**config.mk**
```make
export PLATFORM = sky130hd
export DESIGN_NAME = uart_tx_word
export DESIGN_NICKNAME = d
export VERILOG_FILES = /design/src/rtl/uart_tx_word.sv
export SDC_FILE = /design/constraint.sdc
export NUM_CORES = 1
export LEC_CHECK = 0
export BUFFER_PORTS_ARGS = -buffer_cell sky130_fd_sc_hd__buf_2
export CORE_AREA = 2 2 76 78
export CTS_CLUSTER_DIAMETER = 60
export DETAILED_ROUTE_END_ITERATION = 10
export DIE_AREA = 0 0 78 80
export PLACE_DENSITY = 0.76
export SYNTH_ARGS = -nofsm -noshare
export SYNTH_HDL_FRONTEND = slang
export SYNTH_SLANG_ARGS = --single-unit
```
**constraint.sdc**
```tcl
create_clock -name clk -period 3.07 [get_ports clk]
set_input_delay 0.614 -clock clk [delete_from_list [all_inputs] [get_ports clk]]
set_output_delay 0.614 -clock clk [all_outputs]
set_load 0.02 [all_outputs]
```
**src/rtl/uart_tx_word.sv**
```systemverilog
// uart_tx_word: serialises one 32-bit word as four 8N1 UART frames, byte order {W[15:8],W[7:0],W[31:24],W[23:16]}.
module uart_tx_word #(
  parameter int PRESCALE   = 8,
  parameter int DATA_WIDTH = 8
) (
  input  logic        clk,
  input  logic        rst_n,
  input  logic [31:0] input_axis_tdata,
  input  logic        input_axis_tvalid,
  output logic        input_axis_tready,
  output logic        txd,
  output logic        busy,
  output logic        byte_done
);
  typedef enum logic [1:0] {IDLE, START, DATA, STOP} state_t;
  localparam logic [18:0] BIT_LAST = 19'(PRESCALE * 8 - 1);
  localparam logic [2:0]  BIT_MAX  = 3'(DATA_WIDTH - 1);
  state_t                  state_q;
  logic [31:0]             word_q;
  logic [DATA_WIDTH-1:0]   shift_q;
  logic [2:0]              bit_cnt_q;
  logic [1:0]              byte_cnt_q;
  logic [18:0]             cnt_q;
  logic                    txd_q, busy_q, tready_q, done_q;
  logic [DATA_WIDTH-1:0]   next_byte_d;
  // byte that follows the one currently being sent
  always_comb
    next_byte_d = byte_cnt_q == 2'd0 ? word_q[7:0] :
                  byte_cnt_q == 2'd1 ? word_q[31:24] : word_q[23:16];
  always_ff @(posedge clk) begin
    if (!rst_n) begin
      state_q    <= IDLE;
      cnt_q      <= '0;
      bit_cnt_q  <= '0;
      byte_cnt_q <= '0;
      txd_q      <= 1'b1;
      busy_q     <= 1'b0;
      tready_q   <= 1'b0;
      done_q     <= 1'b0;
    end else begin
      // registered so it is high during the last stop-bit cycle
      done_q <= state_q == STOP && cnt_q == 19'd1;
      case (state_q)
        IDLE: begin
          tready_q <= 1'b1;
          busy_q   <= 1'b0;
          txd_q    <= 1'b1;
          if (input_axis_tvalid && tready_q) begin
            word_q     <= input_axis_tdata;
            shift_q    <= input_axis_tdata[15:8];
            byte_cnt_q <= '0;
            cnt_q      <= BIT_LAST;
            txd_q      <= 1'b0;
            busy_q     <= 1'b1;
            tready_q   <= 1'b0;
            state_q    <= START;
          end
        end
        START: begin
          if (cnt_q == '0) begin
            state_q   <= DATA;
            bit_cnt_q <= '0;
            cnt_q     <= BIT_LAST;
            txd_q     <= shift_q[0];
          end else cnt_q <= cnt_q - 19'd1;
        end
        DATA: begin
          if (cnt_q == '0) begin
            cnt_q <= BIT_LAST;
            if (bit_cnt_q == BIT_MAX) begin
              state_q <= STOP;
              txd_q   <= 1'b1;
            end else begin
              shift_q   <= shift_q >> 1;
              bit_cnt_q <= bit_cnt_q + 3'd1;
              txd_q     <= shift_q[1];
            end
          end else cnt_q <= cnt_q - 19'd1;
        end
        STOP: begin
          if (cnt_q == '0) begin
            if (byte_cnt_q != 2'd3) begin
              byte_cnt_q <= byte_cnt_q + 2'd1;
              shift_q    <= next_byte_d;
              cnt_q      <= BIT_LAST;
              txd_q      <= 1'b0;
              state_q    <= START;
            end else begin
              txd_q    <= 1'b1;
              busy_q   <= 1'b0;
              tready_q <= 1'b1;
              state_q  <= IDLE;
            end
          end else cnt_q <= cnt_q - 19'd1;
        end
        default: state_q <= IDLE;
      endcase
    end
  end
  assign txd               = txd_q;
  assign busy              = busy_q;
  assign byte_done         = done_q;
  assign input_axis_tready = tready_q;
endmodule

```
==> impl_metrics.tcl, run 1 <==
set metrics [dict create \
    status "finished, final reports clean" \
    cp_max_fo 13 \
    path_buf_inv 0 \
    grt_pass1_wl_um 9760 \
    synthArstFlopShare_pct 0 \
    fmax_mhz 384 \
    numCtsBuffers 9 \
    drt-initial-drc-count 118 \
    io_pins 39 \
    dp_cells 375 \
    nets 362 \
    syn_nets 314 \
    critPathCaptureType "register" \
    postLayoutCoreUtil_pct 62.8 \
    period_share_pct 84.8 \
    min_path_type "in -> reg" \
    drv_slew 0 \
    max_cap_viol_count 0 \
    diodes 0 \
    yosys_warnings 0 \
    ctsLongestPathBuffers 2 \
    synth_cell_types 56 \
    critPathLaunchType "register" \
    grt_start_max_net_pins 25 \
    peakVddDrop_v 0.000408 \
    area_growth_syn_to_layout_pct 16.1 \
    ant_nets 0 \
    cp_top_family "simple AND/OR/NAND/NOR gates" \
    cts.clk_slew.worst_paths_ns 0.07 \
    ys_seq_elements 62 \
    pwr_density_cell_nw_per_um2 922 \
    root_buffer "clkbuf_8" \
    cts_setup_buffers 0 \
    cts_resized 0 \
    path_cells "or4_4 > or4_1 > o31ai_4 > o21ai_2 > o21ba_2" \
    remaining_drc_errors 0 \
    cts_sinks 62 \
    layout_min_cycle_time_ns 2.60 \
    cp_slowest_cell "or4_1" \
    worstPathRequired_ns 3.37 \
    cts_tree "built" \
    drt-pass1-iter-count 4 \
    synth_edf_count 32 \
    grt_use_total_pct 20.7 \
    finalHoldViolations 0 \
    cpPeakStageDelay_ns 0.61 \
    insertion_delay_ns 0.35 \
    tns_ns 0 \
    fin_cells 391 \
    grt_pass1_vias 2141 \
    antenna_found_initial 0 \
    chipHeight_um 80 \
    rows 27 \
    cts_hold_buf 0 \
    die_area_um2 6240 \
    io_buffers 38 \
    slew_headroom_pct 62.6 \
    fin_skew_ns 0.00581 \
    vias 2205 \
    totalWireLength_um 5850 \
    h-tree-depth 3 \
    rsz0062_at_grt "no" \
    crit_arrival_ns 2.90 \
    syn_inst 266 \
    p_leak_nw 1.32 \
    setup_violations 0 \
    synth_area_um2 2920 \
    grt-ovfl-total 0 \
    power_mw 3.13 \
    seq_area_frac_synth_pct 53.4 \
    synth_area_per_cell_um2 11.0 \
    ys.flop_type "edfxtp_1" \
    routedWlPerCell_um 15.0 \
    fillerInstances 443 \
    core_area_um2 5410 \
    viasPerCell 5.64 \
    floorplan.initialDensity_pct 54.1 \
    place_congestion 0.800 \
    path_class "reg -> reg" \
    drive_gt1_share_pct 24.1 \
    dp_hpwl_um 4210 \
    fp.dieW_um 78 \
    worst_pin_slew_ns 0.559 \
]
[state kept, by name (all words and copies together) (netlist names)]
name               count
byte_done              1
txd                    1
cnt_q                 19
byte_cnt_q             2
shift_q                8
busy                   1
state_q                2
word_q                24
bit_cnt_q              3
input_axis_tready      1
[cells by family after synthesis]
logic type / after synthesis / share of synthesized area (%)
AND/OR/NAND/NOR: 86 / 15.8
AO/OA/AOI/OAI: 74 / 18.5
flip-flops: 62 / 53.4
buffers and inverters: 19 / 2.61
adder cells (fa/ha/maj): 13 / 5.57
multiplexers: 10 / 3.47
XOR/XNOR: 2 / 0.600
[cell usage in the layout, fill, tap and decap left out, types with 2 or more instances in the layout]
cell type / n
o31ai_1: 4
clkbuf_8: 9
buf_2: 38
a21oi_1: 17
or2_2: 2
o31ai_2: 2
o211ai_1: 2
mux2i_1: 9
a22o_1: 3
a21o_1: 2
buf_4: 7
nand2_1: 28
inv_1: 10
a211oi_1: 2
or3b_2: 2
nand4_1: 2
o21ai_0: 18
clkinv_2: 2
nor4_1: 5
nor3_1: 6
or3_1: 10
or4_1: 4
nor2_1: 8
ha_1: 13
nand2b_1: 2
dfxtp_1: 30
nand3_1: 6
clkinvlp_4: 3
and3_1: 4
o21a_1: 2
edfxtp_1: 32
a22oi_1: 7
[worst paths after layout]
check	endpoint	slack, ns	startpoint	depth (start not counted)
max reg2reg	cnt_q[6]$_SDFFE_PN0P_	0.47	cnt_q[5]$_SDFFE_PN0P_	5
min reg2reg	cnt_q[7]$_SDFFE_PN0P_	0.49	cnt_q[7]$_SDFFE_PN0P_	2
min	word_q[26]$_DFFE_PP_	0.44	input_axis_tdata[26]	1
max	cnt_q[6]$_SDFFE_PN0P_	0.47	cnt_q[5]$_SDFFE_PN0P_	5
[per-stage QoR]
step           hold WS, ns  setup slack (ns)  instance area, um^2
3_5_place_dp         0.480             0.459                 3220
3_3_place_gp         0.466             0.531                 3220
4_1_cts              0.420             0.460                 3390
6_report             0.436             0.466                 3390
5_1_grt              0.418             0.347                 3390
2_1_floorplan        0.453             0.245                 2920
[per-layer routing]
metal,track usage [%],share of wire [%]
met4,9.47,1.3
met3,6.67,4.8
met1,24.4,44
met2,34.3,50
met5,0,0
[area by class of cell]
class	instances	area, um^2	share of cell area (%)
flip-flops and latches	62	1560	46.0
inverters	11	41.3	1.22
well taps	72	90.1	2.65
clock inverters	7	50.0	1.47
multi-input cells	185	1280	37.8
clock buffers	9	124	3.65
repair buffers	45	243	7.15
[Yosys cell counts, types with 5 or more instances]
master,instances,area share (%)
nor4_1,5,1.1
dfxtp_1,30,21
nand3_1,6,1.0
nor2_1,8,1.0
nor3_1,6,1.0
edfxtp_1,32,33
nand2_1,28,3.6
a21oi_1,17,2.9
o21ai_0,18,3.1
or3_1,10,2.1
clkbuf_1,6,0.77
inv_1,10,1.3
a22oi_1,7,1.8
ha_1,13,5.6
mux2i_1,9,3.1
[power by group]
| part | leakage [nW] | internal (mW) | total [mW] | switching [mW] |
|---|---|---|---|---|
| clock | 0.0816 | 0.293 | 0.625 | 0.333 |
| combinational | 0.703 | 0.523 | 1.31 | 0.791 |
| sequential | 0.536 | 1.06 | 1.19 | 0.126 |
| total | 1.32 | 1.88 | 3.13 | 1.25 |
Note: power is estimated with default switching activity, not from simulation.
==> run 2, diff against run 1 <==
- clock period: 3.07 -> 2.7 ns (I/O delays scaled with it)
==> run 2 against run 1 <==
Against the previous run:
- clock skew grew 0.0039 ns
- core utilization increased by 0.35 points
- sequential share of layout area shrank 0.25 points
- critical path depth unchanged
- cell area rose by 0.55%
- total power is 15% higher
- combinational power is 17% higher
- clock power up 11%
- setup slack got worse by 0.25 ns
- cell count rose by 0.51%
- wire length grew 0.97%
==> impl_metrics.tcl, run 2 (synthesis results as in run 1) <==
set metrics [dict create \
    min_path_type "in -> reg" \
    routedWlPerCell_um 15.0 \
    peakVddDrop_v 0.000606 \
    remaining_drc_errors 0 \
    cts_tree "built" \
    viasPerCell 5.63 \
    nets 364 \
    largest-register "word_q" \
    ant_nets 0 \
    dp_cells 377 \
    status "finished, final reports clean" \
    cts_hold_buf 0 \
    rows 27 \
    p_leak_nw 1.33 \
    io_buffers 38 \
    grt_pass1_wl_um 10100 \
    postLayoutCoreUtil_pct 63.1 \
    cts_sinks 62 \
    diodes 0 \
    slew_headroom_pct 62.5 \
    dp_hpwl_um 4050 \
    totalWireLength_um 5910 \
    drt-pass1-iter-count 5 \
    layout_min_cycle_time_ns 2.49 \
    largest_registers "word_q (24), cnt_q (19), shift_q (8)" \
    fin_cells 393 \
    layout_commonest_cell "buf_2" \
    period_share_pct 92.1 \
    vias 2213 \
    fp.dieW_um 78 \
    drv_slew 0 \
    critPathCaptureType "register" \
    cpPeakStageDelay_ns 0.64 \
    largest_reg_flops 24 \
    tns_ns 0 \
    finalHoldViolations 0 \
    placed_area_um2 3240 \
    crit_arrival_ns 2.72 \
    place_congestion 0.806 \
    path_class "reg -> reg" \
    critPathLaunchType "register" \
    fin_area_um2 3410 \
    h-tree-depth 3 \
    fmax_mhz 402 \
    worst_pin_slew_ns 0.562 \
    drive_gt1_share_pct 24.9 \
    path_cells "or4_4 > or4_1 > o31ai_2 > nor3_1 > o21ba_2" \
    antenna_found_initial 0 \
    drt-initial-drc-count 110 \
    grt_start_max_net_pins 25 \
    root_buffer "clkbuf_8" \
    chipHeight_um 80 \
    cts.clk_slew.worst_paths_ns 0.07 \
    cp_slowest_cell "or4_1" \
    ctsLongestPathBuffers 2 \
    setup_violations 0 \
    area_growth_syn_to_layout_pct 16.8 \
    floorplan.initialDensity_pct 54.1 \
    grt_use_total_pct 21.4 \
    path_buf_inv 0 \
    io_pins 39 \
    die_area_um2 6240 \
    rsz0062_at_grt "no" \
    layout_common_cells "buf_2 (38), edfxtp_1 (32), dfxtp_1 (30)" \
    worstPathRequired_ns 2.94 \
    numCtsBuffers 9 \
    grt_pass1_vias 2202 \
    grt-ovfl-total 0 \
    pwr_density_cell_nw_per_um2 1050 \
    fin_skew_ns 0.00969 \
    cp_max_fo 8 \
    insertion_delay_ns 0.34 \
    power_mw 3.59 \
    max_cap_viol_count 0 \
    cp_top_family "simple AND/OR/NAND/NOR gates" \
    core_area_um2 5410 \
]
-- run 2: cell count changes in the layout (fill, tap and decap cells not counted) --
cell / previous run / this run
inv_6: 1 / 0
nor4_2: 1 / 2
nor4_1: 5 / 4
clkbuf_1: 0 / 1
a211oi_2: 0 / 1
clkinvlp_4: 3 / 2
clkinv_2: 2 / 3
a211oi_1: 2 / 1
buf_4: 7 / 9
-- run 2: timing repair --
item	4_1_cts	5_1_grt
buffers inserted	0	0
resized for setup	0	1
setup endpoints to repair	0	3
-- run 2: worst paths after layout --
| path | from | to | slack [ns] | cells after the start |
|---|---|---|---|---|
| max | cnt_q[5]$_SDFFE_PN0P_ | cnt_q[6]$_SDFFE_PN0P_ | 0.21 | 5 |
| min | input_axis_tdata[20] | word_q[20]$_DFFE_PP_ | 0.37 | 1 |
| max reg2reg | cnt_q[5]$_SDFFE_PN0P_ | cnt_q[6]$_SDFFE_PN0P_ | 0.21 | 5 |
| min reg2reg | bit_cnt_q[2]$_SDFFE_PN0P_ | bit_cnt_q[2]$_SDFFE_PN0P_ | 0.49 | 1 |
-- run 2: where the power goes --
part / switching, mW / internal [mW] / leakage (nW)
combinational: 0.918 / 0.615 / 0.714
sequential: 0.152 / 1.21 / 0.536
clock: 0.367 / 0.329 / 0.0820
total: 1.44 / 2.15 / 1.33
-- run 2: per-layer routing --
metal / vias up / global-route usage (%) / wire, um / share of wire (%)
li1: 1114 / - / - / -
met3: 9 / 5.77 / 217 / 3.7
met1: 1043 / 24.7 / 2540 / 43
met4: 0 / 8.77 / 90 / 1.5
met5: - / 0 / 0 / 0
met2: 47 / 37.8 / 3060 / 52
-- run 2: worst register-to-register path, stage by stage (launching register included) --
cell     delay, ns
dfxtp_1       0.37
or4_4         0.56
or4_1         0.64
o31ai_2       0.52
nor3_1        0.09
o21ba_2       0.21
-- run 2: area by class of cell --
| type | instances | area, um^2 |
|---|---|---|
| well taps | 72 | 90.1 |
| repair buffers | 47 | 258 |
| multi-input cells | 185 | 1290 |
| flip-flops and latches | 62 | 1560 |
| clock inverters | 6 | 38.8 |
| fillers | 440 | 1990 |
| inverters | 11 | 41.3 |
| clock buffers | 10 | 128 |
-- run 2: per-stage QoR --
step / hold WS, ns / worst slack (ns)
CTS: 0.354 / 0.167
global route: 0.348 / 0.0316
detailed placement: 0.476 / 0.194
finish: 0.369 / 0.214
global placement: 0.467 / 0.300
floorplan: 0.453 / 0.139
==> run 3, diff against run 2 <==
- PLACE_DENSITY: 0.76 -> 0.77
- SETUP_SLACK_MARGIN: unset -> 0.4
==> run 3 against run 2 <==
Against the previous run:
- total power grew 13%
- fmax increased by 5.8%
- sequential power barely moved
- via count up 2.6%
- cell count up 3.1%
- setup slack better by 0.14 ns
- count of clock-buffer cells in the layout did not move
- largest cell class unchanged
- highest routed layer unchanged
==> impl_metrics.tcl, run 3 (synthesis results as in run 1) <==
set metrics [dict create \
    status "finished, final reports clean" \
    cts_sinks 62 \
    nets 376 \
    drive_gt1_share_pct 29.7 \
    netSwitchingPower_mw 1.56 \
    root_buffer "clkbuf_8" \
    cp_top_family "simple AND/OR/NAND/NOR gates" \
    crit_arrival_ns 2.57 \
    die_area_um2 6240 \
    power.internal_mw 2.50 \
    path_cells "or4_4 > or4_4 > o41ai_4 > buf_4 > mux2i_1 > nor2_1" \
    rows 27 \
    drt-pass1-iter-count 4 \
    pwr_density_cell_nw_per_um2 1120 \
    top_layer "met4" \
    cts_tree "built" \
    max_cap_viol_count 0 \
    worst_pin_slew_ns 0.515 \
    dp_hpwl_um 4100 \
    drt-initial-drc-count 101 \
    whs_ns 0.372 \
    place_congestion 0.787 \
    largest_registers "word_q (24), cnt_q (19), shift_q (8)" \
    numCtsBuffers 9 \
    wl_met2_um 3090 \
    postLayoutCoreUtil_pct 67.2 \
    largest_reg_flops 24 \
    critPathCaptureType "register" \
    grt_pass1_vias 2217 \
    fp.dieW_um 78 \
    path_common_cell "or4_4" \
    worstPathRequired_ns 2.92 \
    critPathLaunchType "register" \
    min_path_type "in -> reg" \
    cts.clk_slew.worst_paths_ns 0.07 \
    cp_max_fo 5 \
    layout_commonest_cell "buf_2" \
    io_buffers 38 \
    path_buf_inv 1 \
    crit_cells 6 \
    setup_violations 0 \
    slew_headroom_pct 65.5 \
    cp_slowest_cell "or4_4" \
    p_leak_nw 1.42 \
    grt_use_total_pct 20.7 \
    wl_met3_um 291 \
    tns_ns 0 \
    peakVddDrop_v 0.000514 \
    chipHeight_um 80 \
    diodes 0 \
    drv_slew 0 \
    clock_power_share_pct 19.1 \
    fmax_mhz 426 \
    viasPerCell 5.60 \
    path_class "reg -> reg" \
    layout_common_cells "buf_2 (38), edfxtp_1 (32), dfxtp_1 (29)" \
    hold_depth 1 \
    floorplan.initialDensity_pct 54.1 \
    ctsLongestPathBuffers 2 \
    h-tree-depth 3 \
    fin_skew_ns 0.00815 \
    vias 2270 \
    antenna_found_initial 0 \
    remaining_drc_errors 0 \
    area_growth_syn_to_layout_pct 24.2 \
    grt-ovfl-total 0 \
    wl_met1_um 2500 \
    reg2reg_slack_ns 0.35 \
    cpPeakStageDelay_ns 0.55 \
    io_pins 39 \
    reg2reg_depth 6 \
    finalHoldViolations 0 \
    sw_frac_of_total_pct 38.4 \
    totalWireLength_um 5970 \
    grt_pass1_wl_um 9870 \
    rsz0062_at_grt "yes" \
    routedWlPerCell_um 14.7 \
    largest-register "word_q" \
    core_area_um2 5410 \
    ant_nets 0 \
    period_share_pct 87.0 \
    layout_min_cycle_time_ns 2.35 \
    p_seq_share_pct 33.9 \
    grt_start_max_net_pins 25 \
    insertion_delay_ns 0.34 \
    p_comb_share_pct 47.0 \
]
run 3: cell count changes in the layout (fill, tap and decap cells not counted), sizes merged:
cell,before,now
buf,47,59
clkinv,5,3
bufinv,0,1
inv,10,11
run 3: per-stage QoR:
stage | power, mW | instance area (um^2) | setup WS [ns] | std cells
after detailed placement | 2.87 | 3250 | 0.329 | 376
final | 4.06 | 3630 | 0.351 | 405
after CTS | 3.81 | 3510 | 0.355 | 399
after global placement | 2.84 | 3250 | 0.361 | 376
after floorplan | 2.52 | 2950 | 0.338 | 266
after global routing | 4.33 | 3630 | 0.296 | 405
run 3: cell type report:
type / instances / area [um^2]
tap: 72 / 90.1
sequential: 62 / 1560
fill: 417 / 1780
clock inverter: 6 / 61.3
timing repair buffer: 59 / 375
clock buffer: 10 / 128
inverter: 11 / 41.3
multi-input combinational: 185 / 1370
run 3: path summary, 6_finish.rpt:
kind / from / endpoint
worst max-delay path: cnt_q[7]$_SDFFE_PN0P_ / state_q[1]$_SDFFE_PN0P_
worst min-delay path: input_axis_tdata[17] / word_q[17]$_DFFE_PP_
worst max register to register: cnt_q[7]$_SDFFE_PN0P_ / state_q[1]$_SDFFE_PN0P_
worst min register to register: cnt_q[7]$_SDFFE_PN0P_ / cnt_q[7]$_SDFFE_PN0P_
run 3: power by group through the flow:
stage,registers (mW),clock network [mW],logic [mW]
after CTS,1.35,0.795,1.67
after global routing,1.40,0.843,2.08
after detailed placement,1.37,0,1.51
after global placement,1.36,0,1.48
after floorplan,1.36,0,1.16
final,1.38,0.776,1.91
run 3: timing repair:
item / 4_1_cts / 5_1_grt
endpoints found under the setup margin: 18 / 32
pin swaps: 4 / 5
gates resized for setup: 2 / 17
gates cloned: 0 / 0
setup buffers: 7 / 6
hold buffers: 0 / 0
run 3: layer usage:
metal  vias to the layer above  track usage, %
li1                       1135               -
met1                      1073            23.3
met2                        54            36.6
met3                         8            7.01
met4                         0            7.37
met5                         -               0
